==> config.mk <==
export PLATFORM = sky130hd
export DESIGN_NAME = multicycle_control
export DESIGN_NICKNAME = d
export VERILOG_FILES = /design/src/rtl/multicycle_control.sv
export SDC_FILE = /design/constraint.sdc
export NUM_CORES = 1
export LEC_CHECK = 0
export BUFFER_PORTS_ARGS = -buffer_cell sky130_fd_sc_hd__buf_2
export CAP_MARGIN = 20
export CORE_AREA = 5 5 42 44
export DETAILED_ROUTE_END_ITERATION = 10
export DIE_AREA = 0 0 47 49
export PLACE_DENSITY = 0.73
export SYNTH_ARGS = -nofsm -noshare
export SYNTH_HDL_FRONTEND = slang
export SYNTH_SLANG_ARGS = --single-unit
==> constraint.sdc <==
create_clock -name clk -period 2.3 [get_ports clk]
set_clock_uncertainty 0.05 [all_clocks]
set_input_delay 0.345 -clock clk [delete_from_list [all_inputs] [get_ports clk]]
set_output_delay 0.345 -clock clk [all_outputs]
set_load 0.02 [all_outputs]
==> src/rtl/multicycle_control.sv <==
// multicycle_control: IDLE/DECODE/EXEC/MEM/WB controller that sequences
// one instruction at a time and drives datapath selects and strobes.
//
// Ports:
//   clk          rising-edge clock
//   reset        synchronous active-high reset
//   instr_valid  requester presents an instruction
//   instr_ready  controller is in IDLE and can accept
//   opcode[5:0]  instruction opcode, latched on accept
//   Zero         ALU zero flag (drives PCSrc for beq)
//   Regsel       1 = write register is rd
//   ALUsel       1 = ALU B operand is sign-extended immediate
//   MemToRegSel  1 = write-back data is memory read data
//   ALUOp[1:0]   00 add, 01 subtract, 10 decode FuncCode
//   RegWrite     register file write strobe (WB only)
//   MemWrite     data memory write strobe (sw MEM only)
//   MemRead      data memory read strobe (lw MEM only)
//   PCSrc        branch taken select (MULTICYCLE_BRANCH_EN only)
//   done         pulses in the final state of a legal instruction
//   err          pulses in DECODE for an unrecognised opcode
//
// Build option: define MULTICYCLE_BRANCH_EN to add beq (opcode 000100)
// and the PCSrc output; otherwise 000100 decodes as illegal.

module multicycle_control (
    input  logic       clk,
    input  logic       reset,
    input  logic       instr_valid,
    output logic       instr_ready,
    input  logic [5:0] opcode,
    input  logic       Zero,
    output logic       Regsel,
    output logic       ALUsel,
    output logic       MemToRegSel,
    output logic [1:0] ALUOp,
    output logic       RegWrite,
    output logic       MemWrite,
    output logic       MemRead,
`ifdef MULTICYCLE_BRANCH_EN
    output logic       PCSrc,
`endif
    output logic       done,
    output logic       err
);

    localparam logic [5:0] OP_RTYPE = 6'b000000;
    localparam logic [5:0] OP_LW    = 6'b100011;
    localparam logic [5:0] OP_SW    = 6'b101011;
    localparam logic [5:0] OP_ADDI  = 6'b001000;
`ifdef MULTICYCLE_BRANCH_EN
    localparam logic [5:0] OP_BEQ   = 6'b000100;
`endif

    localparam logic [1:0] ALU_ADD  = 2'b00;
    localparam logic [1:0] ALU_SUB  = 2'b01;
    localparam logic [1:0] ALU_FUNC = 2'b10;

    typedef enum logic [2:0] {
        IDLE,
        DECODE,
        EXEC,
        MEM,
        WB
    } state_t;

    typedef enum logic [2:0] {
        CLS_ILL,
        CLS_RTYPE,
        CLS_LW,
        CLS_SW,
        CLS_ADDI,
        CLS_BEQ
    } cls_t;

    state_t     state_q;
    state_t     state_d;
    logic [5:0] op_q;
    cls_t       cls;
    logic       accept;

    assign instr_ready = (state_q == IDLE);
    assign accept      = instr_valid && instr_ready;

    // Classify the latched opcode; everything downstream keys off cls.
    always_comb begin
        cls = CLS_ILL;
        case (op_q)
            OP_RTYPE: cls = CLS_RTYPE;
            OP_LW:    cls = CLS_LW;
            OP_SW:    cls = CLS_SW;
            OP_ADDI:  cls = CLS_ADDI;
`ifdef MULTICYCLE_BRANCH_EN
            OP_BEQ:   cls = CLS_BEQ;
`endif
            default:  cls = CLS_ILL;
        endcase
    end

    always_ff @(posedge clk) begin
        if (reset) begin
            state_q <= IDLE;
            op_q    <= '0;
        end else begin
            state_q <= state_d;
            if (accept) begin
                op_q <= opcode;
            end
        end
    end

    always_comb begin
        state_d = state_q;
        case (state_q)
            IDLE: begin
                if (instr_valid) begin
                    state_d = DECODE;
                end
            end
            DECODE: begin
                if (cls == CLS_ILL) begin
                    state_d = IDLE;
                end else begin
                    state_d = EXEC;
                end
            end
            EXEC: begin
                case (cls)
                    CLS_RTYPE, CLS_ADDI: state_d = WB;
                    CLS_LW, CLS_SW:      state_d = MEM;
                    default:             state_d = IDLE;
                endcase
            end
            MEM: begin
                if (cls == CLS_LW) begin
                    state_d = WB;
                end else begin
                    state_d = IDLE;
                end
            end
            WB:      state_d = IDLE;
            default: state_d = IDLE;
        endcase
    end

    // Selects are held for the whole instruction so the datapath sees
    // stable muxes from DECODE through the last state; IDLE drives 0.
    always_comb begin
        Regsel      = 1'b0;
        ALUsel      = 1'b0;
        MemToRegSel = 1'b0;
        ALUOp       = ALU_ADD;
        if (state_q != IDLE) begin
            case (cls)
                CLS_RTYPE: begin
                    Regsel = 1'b1;
                    ALUOp  = ALU_FUNC;
                end
                CLS_LW: begin
                    ALUsel      = 1'b1;
                    MemToRegSel = 1'b1;
                end
                CLS_SW: begin
                    ALUsel = 1'b1;
                end
                CLS_ADDI: begin
                    ALUsel = 1'b1;
                end
                CLS_BEQ: begin
                    ALUOp = ALU_SUB;
                end
                default: begin
                    ALUOp = ALU_ADD;
                end
            endcase
        end
    end

    always_comb begin
        RegWrite = 1'b0;
        MemWrite = 1'b0;
        MemRead  = 1'b0;
        done     = 1'b0;
        err      = 1'b0;
        case (state_q)
            DECODE: begin
                err = (cls == CLS_ILL);
            end
            EXEC: begin
                done = (cls == CLS_BEQ);
            end
            MEM: begin
                MemRead  = (cls == CLS_LW);
                MemWrite = (cls == CLS_SW);
                done     = (cls == CLS_SW);
            end
            WB: begin
                RegWrite = 1'b1;
                done     = 1'b1;
            end
            default: begin
                done = 1'b0;
            end
        endcase
    end

`ifdef MULTICYCLE_BRANCH_EN
    assign PCSrc = (state_q == EXEC) && (cls == CLS_BEQ) && Zero;
`else
    // Zero only feeds the branch path, absent in this build.
    logic unused_zero;
    assign unused_zero = Zero;
`endif

endmodule

==> results.yml <==
setup_path:
  cp_max_fo: 8
  critPathBufInv: 1
  worst-r2r-cell-count: 3
  worst_setup_path_start_kind: "register"
  critPathCaptureType: "primary output"
  worstPathArrival_ns: 1.57
  cp-startpoint: "op_q[4]"
  cp.depth: 4
  r2r-end: "op_q[3]"
  required_ns: 1.90
  r2r_start: "state_q[0]"
  cp_slowest_stage_delay_ns: 0.41
  path_class: "register to primary output"
  crit_path_top_delay_cell: "nor2_1"
  crit_path_cell_trace: "nor2_1 -> nand4_1 -> o21bai_1 -> buf_2"
  cp-endpoint: "done"
  path_delay_family: "simple AND/OR/NAND/NOR gates"
  rrSetupSlack_ns: 0.84
synth:
  synthFlopType: "dfxtp_1"
  avgSynthCellArea_um2: 8.80
  synth-edff-count: 0
  async_flop_share_pct: 0
  synth_cell_types: 26
  ys_seq_area_share_pct: 35.3
  synth_nets: 68
  ys_ff_latch: 9
  ys_warn_count: 0
  synth_area_um2: 510
  syn_inst: 58
die:
  die_y_um: 49
  die_x_um: 47
  die-area_mm2: 0.00230
  initial_core_util_pct: 36.4
  fp-row-count: 14
  pin_count: 21
  fp.coreArea_mm2: 0.00140
clock_network:
  cts_root_buffer: "clkbuf_4"
  clockBufferDepth: 2
  postCtsSetupRepairBufs: 0
  numClockSinks: 9
  clk_latency_ns: 0.26
  ctsResizeCount: 0
  hold_buffers: 0
  htree_num_levels: 1
  clkTransAtPathRegs_ns: 0.06
  cts_tree: "yes"
  cts_buffers: 3
run:
  drv_cap: 0
placement:
  dpl_cell_area_um2: 578
  dp_hpwl_um: 809
  place_ws_ns: 0.627
  gp_congestion: 0.731
  portBuffers: 18
  dp_cells: 87
grt:
  grt_usage_pct: 10.7
  grt_max_degree: 11
  overflow: 0
  grt_pass1_vias: 431
  grt_pass1_wl_um: 1860
  grt_antenna_before_repair: 0
hold_path:
  hp-class: "primary input to register"
route:
  drc: 0
  dr_wl_met3_um: 63
  drtIter0Drc: 5
  vias_per_cell: 5.12
  top_layer: "met3"
  routed-wl-met2_um: 514
  wl_met1_um: 481
  dr.pass1.iters: 4
  vias: 466
  detail_route.wl_per_cell_um: 11.6
  antenna_left: 0
  wirelength_um: 1060
power:
  internal_power_mw: 0.273
  power.density_mw_per_mm2: 649
  seq_power_share_pct: 46.4
  p_comb_share_pct: 22.8
  power.switching_mw: 0.120
  p_leak_nw: 0.281
  switching_share_pct: 30.5
  clkPwrFrac_pct: 30.8
  ir_drop_uv: 288
sta:
  final.setup.worst_slack_ns: 0.338
  max_freq_ghz: 0.510
  tightest_slew_ns: 0.538
  fin_tns_setup_ns: 0
  report.final.setup_viol: 0
  slew_viol_final: 0
  relSlewSlack_pct: 64.0
  min_period_ns: 1.96
  hold_viol_final: 0
  rsz0062_at_grt: "no"
  period_share_pct: 85.3
run_status:
  status: "completed"
final_layout:
  final_layout_size_suffix_gt1_share_pct: 30.7
  nets: 86
  diodes: 0
  final_cells: 91
  syn2layout_area_growth_pct: 18.4
  final_area_um2: 604
## sequential cells by signal, indices dropped and copies added, names as in the netlist
| name | cells |
|---|---|
| op_q | 6 |
| state_q | 3 |
## worst min path at each step
stage	start	to	slack, ns	cells past startpoint
2_1_floorplan	reset	op_q[0]	0.37	1
3_3_place_gp	op_q[4]	state_q[1]	0.40	1
3_5_place_dp	op_q[2]	state_q[1]	0.41	1
4_1_cts	opcode[4]	op_q[4]	0.26	3
5_1_grt	opcode[4]	op_q[4]	0.26	3
6_report	opcode[4]	op_q[4]	0.27	3
## cell families (layout without fill, tap and decap cells)
logic type / count (synthesis) / in the layout / share of synthesized area [%]
buffers and inverters: 5 / 22 / 8.33
and+or+nand+nor: 28 / 28 / 32.8
DFF: 9 / 9 / 35.3
muxes: 6 / 6 / 11.8
AOI/OAI and AO/OA: 9 / 9 / 11.0
other: 1 / 1 / 0.735
## synth_stat cells, drive strengths merged (2+ instances only)
master | number | area [um2]
nor2 | 10 | 37.5
dfxtp | 9 | 180
mux2i | 6 | 60.1
buf | 5 | 42.5
nor3 | 4 | 25.0
a21oi | 3 | 15.0
nand2 | 3 | 11.3
nand3b | 2 | 15.0
nor2b | 2 | 12.5
o21ai | 2 | 10.0
## per-layer routing
| metal | global-route usage (%) | vias to the layer above |
|---|---|---|
| li1 | - | 237 |
| met3 | 3.32 | 0 |
| met2 | 14.9 | 11 |
| met5 | 0 | - |
| met4 | 5.53 | 0 |
| met1 | 14.5 | 218 |
## metrics by stage
step / hold WS, ns / utilization, % / total power, mW
6_report: 0.268 / 43.1 / 0.392
5_1_grt: 0.258 / 43.1 / 0.421
4_1_cts: 0.261 / 43.1 / 0.400
3_5_place_dp: 0.413 / 41.3 / 0.275
3_3_place_gp: 0.396 / 41.3 / 0.273
2_1_floorplan: 0.367 / - / 0.257
## layout make-up
cell class                 count  area [um2]
fill                         149         797
multi-input combinational     44         288
clock buffer                   4        26.3
sequential                     9         180
tap                           16        20.0
timing repair buffer          18        90.1
## power by group through the flow
stage	combinational (mW)	sequential, mW	clock, mW
finish	0.0893	0.182	0.121
global route	0.0996	0.184	0.137
detailed placement	0.0899	0.185	0
CTS	0.0902	0.182	0.128
floorplan	0.0801	0.177	0
global placement	0.0884	0.185	0
## placed cells by master, fill, tap and decap left out, types with 2 or more instances in the layout
cell / instances
mux2i_1: 6
a21oi_1: 3
clkbuf_4: 3
nand3b_1: 2
nor3_1: 3
buf_2: 18
nor2_1: 10
nand2_1: 3
dfxtp_1: 9
nor2b_1: 2
## tightest hold or removal path, stage by stage
cell and delay [ns]:
buf_2 0.08, mux2i_1 0.05, nor2_1 0.07
(Power assumes the default switching activity.)
